==> config.mk <==
export PLATFORM = sky130hd
export DESIGN_NAME = spi_rx_fifo
export DESIGN_NICKNAME = d
export VERILOG_FILES = /design/src/rtl/spi_rx_fifo.sv
export SDC_FILE = /design/constraint.sdc
export NUM_CORES = 1
export LEC_CHECK = 0
export ABC_AREA = 1
export BUFFER_PORTS_ARGS = -buffer_cell sky130_fd_sc_hd__buf_2
export CAP_MARGIN = 20
export CORE_ASPECT_RATIO = 1.25
export CORE_MARGIN = 3
export CORE_UTILIZATION = 40
export DETAILED_ROUTE_END_ITERATION = 10
export PLACE_DENSITY = 0.59
export SLEW_MARGIN = 30
export SYNTH_ARGS = -nofsm -noshare
export SYNTH_HDL_FRONTEND = slang
export SYNTH_SLANG_ARGS = --single-unit
==> constraint.sdc <==
create_clock -name clk -period 4.2 [get_ports clk]
set_clock_uncertainty 0.2 [all_clocks]
set_input_delay 0.63 -clock clk [delete_from_list [all_inputs] [get_ports clk]]
set_output_delay 0.63 -clock clk [all_outputs]
set_load 0.01 [all_outputs]
==> src/rtl/spi_rx_fifo.sv <==
// spi_rx_fifo: serial word receiver with a show-ahead receive FIFO.
// Shifts in one bit per accepted clk edge, MSB- or LSB-first, and presents
// the last completed word on a stable register. Every completed word is also
// queued for a downstream consumer.
// Optional feature: define SPI_RX_PARITY_EN to expect one even-parity bit
// after each word and report it on parity_err.
module spi_rx_fifo #(
  parameter int DATA_W     = 8,
  parameter int FIFO_DEPTH = 4
) (
  input  logic                          clk,
  input  logic                          rst,
  input  logic                          din,
  input  logic                          bit_en,
  input  logic                          lsb_first,
  input  logic                          flush,
  output logic [DATA_W-1:0]             word,
  output logic                          word_valid,
  input  logic                          rd_en,
  output logic [DATA_W-1:0]             rd_data,
  output logic                          empty,
  output logic                          full,
  output logic [$clog2(FIFO_DEPTH):0]   count,
  output logic                          overflow
`ifdef SPI_RX_PARITY_EN
  ,
  output logic                          parity_err
`endif
);

`ifdef SPI_RX_PARITY_EN
  localparam int PAR_BITS = 1;
`else
  localparam int PAR_BITS = 0;
`endif
  localparam int NBITS = DATA_W + PAR_BITS;
  localparam int BC_W  = $clog2(NBITS + 1);
  localparam int PTR_W = $clog2(FIFO_DEPTH);
  localparam int CNT_W = PTR_W + 1;

  localparam logic [BC_W-1:0]  LAST_C  = BC_W'(NBITS - 1);
  localparam logic [CNT_W-1:0] DEPTH_C = CNT_W'(FIFO_DEPTH);

  logic [DATA_W-1:0] sh;
  logic [DATA_W-1:0] sh_next;
  logic [DATA_W-1:0] word_next;
  logic [BC_W-1:0]   bit_cnt;
  logic              order_lsb;
  logic              lsb_eff;
  logic              accept;
  logic              complete;
  logic              push;
  logic              pop;

  logic [DATA_W-1:0] mem [FIFO_DEPTH];
  logic [PTR_W-1:0]  wr_ptr;
  logic [PTR_W-1:0]  rd_ptr;

`ifdef SPI_RX_PARITY_EN
  logic par;
`endif

  // Bit acceptance, effective ordering, next shift value and completion.
  // NOTE: every always_comb output gets a value on every path, so no latch is inferred.
  always_comb begin
    accept    = bit_en && !flush;
    lsb_eff   = (bit_cnt == '0) ? lsb_first : order_lsb;
    sh_next   = lsb_eff ? {din, sh[DATA_W-1:1]} : {sh[DATA_W-2:0], din};
    complete  = accept && (bit_cnt == LAST_C);
`ifdef SPI_RX_PARITY_EN
    word_next = sh;        // last accepted bit is parity, not data
`else
    word_next = sh_next;   // last accepted bit is the final data bit
`endif
  end

  // Shift register, bit counter and latched bit ordering.
  // NOTE: sequential state uses non-blocking assignments so all registers update together.
  always_ff @(posedge clk or posedge rst) begin
    if (rst) begin
      sh        <= '0;
      bit_cnt   <= '0;
      order_lsb <= 1'b0;
`ifdef SPI_RX_PARITY_EN
      par       <= 1'b0;
`endif
    end else if (flush) begin
      sh      <= '0;
      bit_cnt <= '0;
`ifdef SPI_RX_PARITY_EN
      par     <= 1'b0;
`endif
    end else if (bit_en) begin
      order_lsb <= lsb_eff;
      bit_cnt   <= complete ? '0 : bit_cnt + 1'b1;
`ifdef SPI_RX_PARITY_EN
      if (!complete) sh <= sh_next;
      par <= complete ? 1'b0 : (par ^ din);
`else
      sh <= sh_next;
`endif
    end
  end

  // Output word register and its one-cycle valid pulse.
  always_ff @(posedge clk or posedge rst) begin
    if (rst) begin
      word       <= '0;
      word_valid <= 1'b0;
`ifdef SPI_RX_PARITY_EN
      parity_err <= 1'b0;
`endif
    end else begin
      word_valid <= complete;
      if (complete) begin
        word <= word_next;
`ifdef SPI_RX_PARITY_EN
        parity_err <= par ^ din;
`endif
      end
    end
  end

  // FIFO handshake: a push at full is allowed only when a pop frees the slot.
  always_comb begin
    empty   = (count == '0);
    full    = (count == DEPTH_C);
    pop     = rd_en && !empty;
    push    = complete && (!full || pop);
    rd_data = empty ? '0 : mem[rd_ptr];
  end

  // FIFO storage, written on push.
  // NOTE: storage is not reset; occupancy and pointers define which entries are valid.
  always_ff @(posedge clk) begin
    if (push) mem[wr_ptr] <= word_next;
  end

  // FIFO pointers and occupancy.
  always_ff @(posedge clk or posedge rst) begin
    if (rst) begin
      wr_ptr <= '0;
      rd_ptr <= '0;
      count  <= '0;
    end else begin
      if (push) wr_ptr <= wr_ptr + 1'b1;
      if (pop)  rd_ptr <= rd_ptr + 1'b1;
      case ({push, pop})
        2'b10:   count <= count + 1'b1;
        2'b01:   count <= count - 1'b1;
        default: count <= count;
      endcase
    end
  end

  // Sticky overflow: a completed word was dropped; cleared by flush.
  always_ff @(posedge clk or posedge rst) begin
    if (rst)                                  overflow <= 1'b0;
    else if (flush)                           overflow <= 1'b0;
    else if (complete && full && !pop)        overflow <= 1'b1;
  end

endmodule

After elaboration in Yosys (flattened, before gate mapping)
Memories as Yosys holds them, arrays and structs flattened.
Cells that the tools add are included.
Word-level totals
  bits in registers: 30
  RAM bits: 32
  bits of input ports: 7
  output and inout port bits: 23
  word-level logic and storage cells: 50
  memories kept: 1
Cells by class
  $add $sub $neg: 5
  eq/ne operators: 4
  mux-type cells: 13
  bitwise operators: 1
  reduce and logical (&&, ||, !) cells: 17
Memories
  mem: depth 4, bits a word 8, read ports 1, clocked after memory_dff 0, wr ports 1, RTL line 55  | logic [DATA_W-1:0] mem [FIFO_DEPTH];
Operator list (number)
  8-bit 2-to-1 mux: 4
  4-bit 2-to-1 mux: 3
  1-bit logical AND: 6
  3-bit one-hot mux with 2 select lines: 1
  2-bit nonzero test: 3
  1-bit 2-to-1 mux: 5
  2-bit by 1-bit adder with 2-bit output, second input constant: 2
  4-bit by 1-bit adder with 4-bit output, second input constant: 1
  4-bit by 3-bit == test with 1-bit output, second input constant: 1
  1-bit zero test: 4
  4-bit zero test: 1
  3-bit by 1-bit adder with 3-bit output, second input constant: 1
  3-bit == test, second input constant: 1
  3-bit zero test: 1
  3-bit by 1-bit subtractor with 3-bit output, second input constant: 1
  2-bit by 1-bit == test with 1-bit output, second input constant: 1
  2-bit == test, second input constant: 1
  2-bit AND reduction: 1
  1-bit logical OR: 1
  1-bit inverter: 1

Logic depth before layout (Yosys ltp)
Gate-level depths: netlist of run 1.
  depth after elaboration: 7
  depth in mapped cells: 11
  mapped depth without buffers: 11

Worst setup path after synthesis of run 1
No wires, ideal clock.
  path type: input port to flip-flop
  start: in flush
  end: reg count[2]
  library setup time: 0.063 ns
  arrival: 1.745 ns
  data required time: 3.937 ns
  path slack: 2.192 ns
  cell stages on the path: 11
  buffers on the path: 0
  cells stage by stage: inv_1 -> nand2_2 -> inv_1 -> nand3_4 -> nand2_2 -> fa_1 -> inv_1 -> nand4_1 -> nand3_1 -> nand2_1 -> inv_1
On the way
  cells in the longest elaborated chain, start to end: 6
  elaborated cells between the ends (all ways): 8
  classes of those cells: eq/ne: 2; mux: 1; reduce/logical: 5
RTL lines
  from (decl): RTL line 16  | input logic flush,
  1-bit zero test *: RTL line 66  | accept = bit_en && !flush;
  1-bit logical AND *: RTL line 66
  1-bit logical AND *: RTL line 69  | complete = accept && (bit_cnt == LAST_C);
  1-bit logical AND *: RTL line 129  | push = complete && (!full || pop);
  2-bit by 1-bit == test with 1-bit output / 2-bit == test (equally long branches): RTL line 148  | case ({push, pop})
  3-bit one-hot mux with 2 select lines / 2-bit nonzero test (equally long branches)
  to (signal assigned): RTL line 149  | 2'b10: count <= count + 1'b1;
  to (signal assigned): RTL line 150  | 2'b01: count <= count - 1'b1;
  to (signal assigned): RTL line 151  | default: count <= count;
  to (decl): RTL line 23  | output logic [$clog2(FIFO_DEPTH):0] count,
Every way passes the cells marked *; elsewhere a longest branch is shown, timed or not.
A chain may end at the register's enable or synchronous reset.

Worst setup path in the final report of run 1
  start: reg rd_ptr[0]
  end: out rd_data[4]
On the way
  cells in the longest elaborated chain, start to end: 2
RTL lines
  from (decl): RTL line 57  | logic [PTR_W-1:0] rd_ptr;
  from (signal assigned): RTL line 147  | if (pop) rd_ptr <= rd_ptr + 1'b1;
  memory 4 x 8 bit
  8-bit 2-to-1 mux: RTL line 130  | rd_data = empty ? '0 : mem[rd_ptr];
  to (decl): RTL line 20  | output logic [DATA_W-1:0] rd_data,
Every way passes these cells.

==> summary.md, run 1 <==
| Metric | Value |
|---|---|
| Outcome | complete, no violations |
| Setup tns final | 0 ns |
| TritonCTS Sinks | 62 |
| GP Congestion | 0.796 |
| Inst Count DP | 394 |
| Vias per cell | 4.79 |
| Number of global-route vias before repair | 1956 |
| Final Util | 0.488 |
| Post-DP HPWL | 3960 µm |
| First DRT Iteration DRCs | 93 |
| Pre-CTS WS | 1.67 ns |
| CP startpoint | rd_ptr[0] |
| Leakage | 1.48 nW |
| Hold-fix buffers at CTS | 0 |
| Ratio of cells with drive above 1 in the final layout | 0.207 |
| EDFF count, synth | 32 |
| Yosys reg bits | 62 |
| Commonest register cell after synthesis | edfxtp_1 |
| Top cells by area, synth | edfxtp_1 34%, dfrtp_1 27%, nand2_1 8.8%, nor2_1 6.1%, o21ai_0 3.5% |
| Synth-to-layout area growth | 15.7% |
| Routed wire length | 5730 µm |
| Fin. max-slew vios | 0 |
| Kind of end point of the critical path | output port |
| Commonest non-fill, non-tap cell in the layout | nand2_1 |
| WHS | 0.166 ns |
| Post-synth top area cell | edfxtp_1 |
| Core area | 6690 µm² |
| Synthesis Warnings | 0 |
| Worst min path class | primary input to async pin |
| Largest net degree at the start of global routing | 31 |
| CTS Buffer Depth | 2 |
| Highest Clock Rate | 0.368 GHz |
| PD cells | 531 nW/µm² |
| Final nets | 332 |
| Clock-pin slew on the worst setup and hold paths | 0.07 ns |
| Worst reg2reg startpoint | bit_cnt[1] |
| Number of detailed-route iterations in the first pass | 6 |
| Max_cap viols | 0 |
| Port bufs | 29 |
| Routed WL per cell | 14.0 µm |
| I/O pin total | 30 |
| Async S/R FF share, synth | 0.484 |
| Mapped Cells | 283 |
| Antenna-violating nets left | 0 |
| Worst Path Arrival | 1.89 ns |
| Worst slew pin tran | 0.660 ns |
| Commonest non-fill, non-tap cells in the layout | 66 x nand2_1, 46 x nor2_1, 32 x edfxtp_1 |
| Min Clock Period, post-route | 2.72 ns |
| CTS H-tree lvls | 3 |
| Hold Vio Cnt, Final | 0 |
| Final setup fails | 0 |
| FF-to-FF path depth | 5 |
| Post-route setup slack | 1.48 ns |
| Fillers | 646 |
| Crit path kind | flop to output port |
| Initial Util | 0.422 |
| Post-CTS sizing | 0 |
| Inserted Clock Buffers | 9 |
| Post-synthesis net count | 297 |
| Multi-input gate area | 978 µm² |
| Aggregate global routing overflow | 0 |
| Reg-to-reg slack, setup | 1.88 ns |
| DRC | 0 |
| Reg2reg end | mem[2][1] |
| Tcrit/Tclk final | 0.648 |
| First-pass GRT wire length | 9320 µm |
| CP required | 3.37 ns |
| Skew-Pair Late Insertion Delay | 0.33 ns |
| Synth top area share | 0.340 |
| CP max FO | 18 |
| CTS tree | built |
| Register area | 1710 µm² |
| Post-CTS Repair Setup Buffers | 0 |
| Area of the die | 8110 µm² |
| Avg Inst Size Synth | 9.97 µm² |
| Ant diodes | 0 |
| Worst setup SP type | flop |
| Synth unique cells | 28 |
| Die height | 99.9 µm |
| Row count | 33 |
| Antenna violations before repair | 0 |
| Die W | 81.1 µm |
| Max IR drop VDD | 0.211 mV |
| CTS root buf | clkbuf_8 |
| Register area share after synthesis | 0.606 |
| RSZ-0062 raised after global routing | no |
| Vias | 1965 |
| Max-slew headroom | 0.558 |
| Gr usage total | 0.159 |
| Mapped cell area | 2820 µm² |
| Final std cells w/o fill | 410 |
through the flow:
step | total power [mW] | area (µm²)
floorplan | 1.04 | 2820
global placement | 1.19 | 3050
detailed placement | 1.19 | 3050
CTS | 1.76 | 3270
global route | 1.85 | 3270
finish | 1.74 | 3270
sequential cells by signal, indices dropped and copies added, names as in the netlist:
name / flops
word: 8
word_valid: 1
wr_ptr: 2
count: 3
sh: 8
overflow: 1
mem: 32
bit_cnt: 4
rd_ptr: 2
order_lsb: 1
synth_stat cells, types with 2 or more instances:
cell,n
ha_1,6
dfrtp_1,30
nand2_1,66
inv_1,22
buf_4,2
a21oi_1,10
nand3_4,2
nor2_1,46
nand2_2,12
xor2_1,4
nand3_1,13
edfxtp_1,32
buf_2,3
inv_2,2
o21ai_0,20
logic make-up after synthesis:
kind of cell | after synthesis | synth area share
and+or+nand+nor | 144 | 0.232
DFF | 62 | 0.606
AOI/OAI and AO/OA | 34 | 0.0683
buffers and inverters | 32 | 0.0470
adders and majority gates | 7 | 0.0337
xor gates and xnor gates | 4 | 0.0124
critical path: stages, from the launching register on:
cell	delay, ns
dfrtp_1	0.73
inv_2	0.26
o21ai_0	0.32
a21oi_1	0.11
buf_2	0.14
cell type report:
type | count | share of cell area
Multi-Input combinational cell | 189 | 0.300
Inverter | 26 | 0.0303
Clock buffer | 11 | 0.0433
Timing Repair Buffer | 30 | 0.0467
Sequential cell | 62 | 0.524
Clock inverter | 5 | 0.0226
Tap cell | 87 | 0.0333
where the power goes:
group / internal [mW] / switching (mW) / leakage (nW)
logic: 0.165 / 0.272 / 0.707
clock network: 0.346 / 0.217 / 0.111
registers: 0.671 / 0.0631 / 0.658
total: 1.18 / 0.552 / 1.48
worst max path at each step:
stage	end	slack, ns	cells after the start
2_1_floorplan	count[2]	2.19	11
3_3_place_gp	mem[0][0]	1.73	6
3_5_place_dp	mem[2][7]	1.67	6
4_1_cts	rd_data[4]	1.47	4
5_1_grt	rd_data[4]	1.37	4
6_report	rd_data[4]	1.48	4
layer usage:
layer / track usage / part of all wire / up-vias
li1: - / - / 992
met1: 0.186 / 0.42 / 921
met2: 0.261 / 0.52 / 33
met3: 0.0287 / 0.026 / 19
met4: 0.111 / 0.039 / 0
met5: 0 / 0 / -
(Power assumes the default switching activity.)
==> inputs of run 2 (changes only) <==
==> constraint.sdc (replaced) <==
create_clock -name clk -period 2.56 [get_ports clk]
set_clock_uncertainty 0.2 [all_clocks]
set_input_delay 0.384 -clock clk [delete_from_list [all_inputs] [get_ports clk]]
set_output_delay 0.384 -clock clk [all_outputs]
set_load 0.01 [all_outputs]
==> run 2 against run 1 <==
  * Non-clock buffer count up 9
  * Worst hold slack worse by 0.13 ns
  * Highest routed layer unchanged
  * Sequential power grew 59%
  * Cell count rose by 2.2%
  * Count of clock-buffer cells in the layout decreased by 2
==> summary.md, run 2 (synthesis gave the netlist of run 1 again) <==
| Metric | Value |
|---|---|
| Crit path kind | flop to output port |
| Largest Register | mem |
| CP max FO | 10 |
| Area of the die | 8110 µm² |
| Core area | 6690 µm² |
| Final std cells w/o fill | 419 |
| Die height | 99.9 µm |
| Max_cap viols | 0 |
| Largest regs | mem x32, sh x8, word x8 |
| Antenna violations before repair | 0 |
| Ratio of cells with drive above 1 in the final layout | 0.232 |
| Row count | 33 |
| I/O pin total | 30 |
| Skew-Pair Late Insertion Delay | 0.33 ns |
| Clock-pin slew on the worst setup and hold paths | 0.07 ns |
| Setup tns final | 0 ns |
| Post-DP HPWL | 4010 µm |
| CTS Buffer Depth | 2 |
| Number of detailed-route iterations in the first pass | 5 |
| Post-CTS Repair Setup Buffers | 0 |
| RSZ-0062 raised after global routing | no |
| Largest net degree at the start of global routing | 31 |
| Outcome | complete, no violations |
| CTS H-tree lvls | 3 |
| Vias | 1996 |
| Worst slew pin tran | 0.384 ns |
| GP Congestion | 0.747 |
| CTS root buf | clkbuf_8 |
| CTS tree | built |
| Worst setup SP type | flop |
| Routed wire length | 5690 µm |
| Worst min path class | primary input to flop |
| First DRT Iteration DRCs | 71 |
| PD cells | 910 nW/µm² |
| Port bufs | 29 |
| Fin. max-slew vios | 0 |
| First-pass GRT wire length | 9610 µm |
| Leakage | 1.54 nW |
| Worst Path Arrival | 1.62 ns |
| Vias per cell | 4.76 |
| Die W | 81.1 µm |
| Inserted Clock Buffers | 9 |
| DRC | 0 |
| CP required | 1.98 ns |
| Routed WL per cell | 13.6 µm |
| Fillers | 636 |
| Aggregate global routing overflow | 0 |
| Min Clock Period, post-route | 2.20 ns |
| Initial Util | 0.422 |
| TritonCTS Sinks | 62 |
| Number of global-route vias before repair | 2041 |
| Synth-to-layout area growth | 20.1% |
| Max FFs per register | 32 |
| Hold Vio Cnt, Final | 0 |
| Tcrit/Tclk final | 0.859 |
| Kind of end point of the critical path | output port |
| Power consumption | 3.08 mW |
| Final nets | 341 |
| Commonest non-fill, non-tap cells in the layout | 66 x nand2_1, 46 x nor2_1, 32 x edfxtp_1 |
| Highest Clock Rate | 0.455 GHz |
| Commonest non-fill, non-tap cell in the layout | nand2_1 |
| Antenna-violating nets left | 0 |
| Ant diodes | 0 |
| Final setup fails | 0 |
| Max IR drop VDD | 0.360 mV |
| Inst Count DP | 402 |
| Max-slew headroom | 0.744 |
| Gr usage total | 0.158 |
run 2: changes by cell type in the layout (fill, tap and decap cells not counted), sizes merged:
| cell | previous run | this run |
|---|---|---|
| clkbuf | 11 | 9 |
| clkinv | 5 | 3 |
| buf | 30 | 38 |
| bufinv | 2 | 4 |
| inv | 24 | 25 |
| dlygate4sd3 | 0 | 1 |
| clkinvlp | 0 | 1 |
run 2: critical path, stage by stage (launching register included):
cell and delay (ns):
dfrtp_1 0.53, buf_4 0.24, nor2_1 0.06, nor2_1 0.09
o21ai_0 0.10, a21oi_1 0.12, buf_2 0.15
run 2: per-layer routing:
layer,wire (µm),up-vias,global-route usage
met4,99,0,0.0546
met2,3140,25,0.286
met3,130,8,0.0404
met5,0,-,0
li1,-,1008,-
met1,2320,955,0.177
run 2: what timing repair did:
action,in CTS,in global routing
hold endpoints to repair,30,0
hold buffers,1,0
resized for setup,0,0
run 2: per-stage QoR:
stage	hold WS, ns	setup slack [ns]	utilization	area (µm²)
2_1_floorplan	0.249	0.618	-	2820
3_3_place_gp	0.266	0.523	0.465	3110
6_report	0.0384	0.360	0.507	3390
5_1_grt	0.0321	0.190	0.507	3390
3_5_place_dp	0.260	0.449	0.465	3110
4_1_cts	0.0201	0.332	0.507	3390
run 2: worst paths after layout:
kind                              end  slack [ns]  cells past startpoint  startpoint
hold / removal               overflow        0.04                      2       flush
setup reg to reg             count[2]        0.44                     11  bit_cnt[0]
min in group asynchronous    count[0]        0.47                      4         rst
hold reg to reg               word[5]        0.28                      2     word[5]
max in group asynchronous     word[4]        1.40                      4         rst
setup / recovery           rd_data[6]        0.36                      6   rd_ptr[0]
run 2: layout make-up:
class                   instances  area, µm²  area share
flip-flops and latches         62       1710       0.505
multi-input cells             189        978       0.289
repair buffers                 39        223      0.0657
clock inverters                 7        145      0.0428
clock buffers                   9        124      0.0365
well taps                      87        109      0.0321
inverters                      26       98.8      0.0292
run 2: power by group:
part / total [mW] / internal [mW] / switching, mW
sequential: 1.17 / 1.10 / 0.0647
clock: 1.14 / 0.750 / 0.385
combinational: 0.782 / 0.296 / 0.486
total: 3.08 / 2.15 / 0.936
==> inputs of run 3 (changes only) <==
--- a/config.mk
+++ b/config.mk
@@ -5,14 +5,14 @@
 export SDC_FILE = /design/constraint.sdc
 export NUM_CORES = 1
 export LEC_CHECK = 0
-export ABC_AREA = 1
 export BUFFER_PORTS_ARGS = -buffer_cell sky130_fd_sc_hd__buf_2
 export CAP_MARGIN = 20
 export CORE_ASPECT_RATIO = 1.25
 export CORE_MARGIN = 3
-export CORE_UTILIZATION = 40
+export CORE_UTILIZATION = 58
 export DETAILED_ROUTE_END_ITERATION = 10
-export PLACE_DENSITY = 0.59
+export PLACE_DENSITY = 0.8
+export RECOVER_POWER = 25
 export SLEW_MARGIN = 30
 export SYNTH_ARGS = -nofsm -noshare
 export SYNTH_HDL_FRONTEND = slang
==> run 3 against run 2 <==
  * Critical path depth did not move
  * Cell count fell by 22%
  * Synthesized cell count fell by 20%
  * Area after synthesis rose by 5.9%
  * Die area fell by 25%
  * Utilization rose by 19 points
  * Combinational power fell by 35%
  * Register-to-register slack got worse by 0.21 ns
  * Largest cell class unchanged
  * Largest power group unchanged
==> summary.md, run 3 <==
| Metric | Value |
|---|---|
| Outcome | complete, no violations |
| Antenna-violating nets left | 0 |
| Post-synth top area cell | edfxtp_1 |
| Fin. max-slew vios | 0 |
| CTS root buf | clkbuf_8 |
| Async S/R FF share, synth | 0.484 |
| Synth unique cells | 40 |
| GP Congestion | 0.842 |
| Worst slew pin tran | 0.736 ns |
| Worst path slowest cell | and2_1 |
| Core area | 4870 µm² |
| Commonest register cell after synthesis | edfxtp_1 |
| Gr usage total | 0.190 |
| Tcrit/Tclk final | 0.911 |
| Avg Inst Size Synth | 13.2 µm² |
| Largest Register | mem |
| Ant diodes | 0 |
| Final setup fails | 0 |
| RSZ-0062 raised after global routing | no |
| Max-slew headroom | 0.509 |
| Final nets | 277 |
| Max FFs per register | 32 |
| Routed wire length | 5270 µm |
| Synth top area share | 0.322 |
| Leakage | 1.49 nW |
| Skew-Pair Late Insertion Delay | 0.33 ns |
| WHS | 0.200 ns |
| Vias per cell | 5.60 |
| Crit path max-delay family | simple AND/OR/NAND/NOR gates |
| CTS Buffer Depth | 2 |
| EDFF count, synth | 32 |
| Die height | 86.2 µm |
| Mapped cell area | 2990 µm² |
| Min Clock Period, post-route | 2.33 ns |
| Most frequent cell after synthesis | edfxtp_1 |
| CTS H-tree lvls | 3 |
| Post-synthesis net count | 241 |
| Largest net degree at the start of global routing | 31 |
| Max_cap viols | 0 |
| Post-synth top cells | 32 x edfxtp_1, 30 x dfrtp_1, 28 x nand2_1, 25 x mux2i_1, 13 x nor2_1 |
| Worst setup SP type | flop |
| Highest Clock Rate | 0.429 GHz |
| Area of the die | 6050 µm² |
| CP max stage delay | 0.43 ns |
| Synth-to-layout area growth | 13.4% |
| Commonest non-fill, non-tap cells in the layout | 32 x edfxtp_1, 29 x dfrtp_1, 28 x nand2_1 |
| Aggregate global routing overflow | 0 |
| Ratio of cells with drive above 1 in the final layout | 0.280 |
| Hold Vio Cnt, Final | 0 |
| PD cells | 739 nW/µm² |
| Top cells by area, synth | edfxtp_1 32%, dfrtp_1 25%, mux2i_1 8.4%, mux4_2 6.0%, mux2i_2 3.7% |
| Row count | 28 |
| Yosys reg bits | 62 |
| Clock-pin slew on the worst setup and hold paths | 0.07 ns |
| Post-DP HPWL | 3780 µm |
| Number of global-route vias before repair | 1815 |
| Worst path bufs/invs | 1 |
| Kind of end point of the critical path | flop |
| Max IR drop VDD | 0.580 mV |
| Commonest non-fill, non-tap cell in the layout | edfxtp_1 |
| Mapped Cells | 227 |
| Antenna violations before repair | 0 |
| Setup tns final | 0 ns |
| Worst min path class | primary input to flop |
| First-pass GRT wire length | 8700 µm |
| CP max FO | 13 |
| DRC | 0 |
| Synthesis Warnings | 0 |
| Initial Util | 0.614 |
| Number of detailed-route iterations in the first pass | 7 |
| Crit path kind | flop to flop |
| CP required | 2.34 ns |
| TritonCTS Sinks | 62 |
| Die W | 70.2 µm |
| Largest regs | mem x32, sh x8, word x8 |
| Worst Path Arrival | 2.12 ns |
| Inserted Clock Buffers | 9 |
| First DRT Iteration DRCs | 138 |
| Vias | 1838 |
| CTS tree | built |
| I/O pin total | 30 |
| Critical-path cell list | ha_1 -> and3b_2 -> nand2_4 -> buf_4 -> nor2_2 -> and2_1 |
| Port bufs | 29 |
| Register area share after synthesis | 0.573 |
| Routed WL per cell | 16.1 µm |
-- run 3: metal layers --
| metal | share of wire | track usage | vias to the layer above |
|---|---|---|---|
| li1 | - | - | 880 |
| met1 | 0.44 | 0.232 | 913 |
| met2 | 0.51 | 0.328 | 38 |
| met3 | 0.033 | 0.0394 | 7 |
| met4 | 0.016 | 0.0836 | 0 |
| met5 | 0 | 0 | - |
-- run 3: logic make-up (layout without fill, tap and decap cells) --
kind of cell	count (synthesis)	in the layout	share of synthesized area
simple gates	70	70	0.117
compound gates	17	17	0.0394
fa+ha+maj	7	7	0.0318
flops	62	62	0.573
buf+inv	22	63	0.0322
xor+xnor	5	5	0.0147
mux	44	44	0.192
-- run 3: power breakdown --
| part | switching, mW | internal, mW | leakage (nW) |
|---|---|---|---|
| registers | 0.108 | 1.09 | 0.706 |
| clock network | 0.363 | 0.442 | 0.0964 |
| logic | 0.232 | 0.273 | 0.692 |
-- run 3: path summary, 6_finish.rpt --
path | start | endpoint | slack [ns] | depth (start not counted)
setup / recovery | bit_cnt[1] | mem[1][3] | 0.23 | 6
hold / removal | rd_en | rd_ptr[0] | 0.20 | 3
setup reg to reg | bit_cnt[1] | mem[1][3] | 0.23 | 6
hold reg to reg | word[4] | word[4] | 0.28 | 2
max in group asynchronous | rst | rd_ptr[0] | 1.05 | 4
min in group asynchronous | rst | overflow | 0.60 | 4
-- run 3: stage by stage --
step           power [mW]  area (µm²)  std cells  setup slack [ns]  utilization
2_1_floorplan        1.58        2990        227           0.00819            -
3_5_place_dp         1.73        3190        311             0.218        0.656
6_report             2.50        3390        328             0.228        0.696
4_1_cts              2.52        3390        328            0.0566        0.697
5_1_grt              2.62        3390        328            0.0692        0.696
3_3_place_gp         1.71        3190        311             0.303        0.656
-- run 3: worst min-delay path, cell delays in order --
cell and delay (ns):
buf_2 0.16, nand2_1 0.09, xnor2_1 0.06
-- run 3: area by class of cell --
| type | count | area, µm² |
|---|---|---|
| fill | 314 | 1480 |
| clock inverter | 7 | 65.1 |
| clock buffer | 9 | 124 |
| inverter | 12 | 45.0 |
| multi-input combinational | 143 | 1180 |
| tap | 60 | 75.1 |
| sequential | 62 | 1710 |
| timing repair buffer | 35 | 188 |
-- run 3: timing repair --
item	CTS	global route
endpoints found under the hold margin	30	0
endpoints found under the setup margin	0	3
hold buffers	1	0
buffers inserted	0	0
resized for setup	0	1
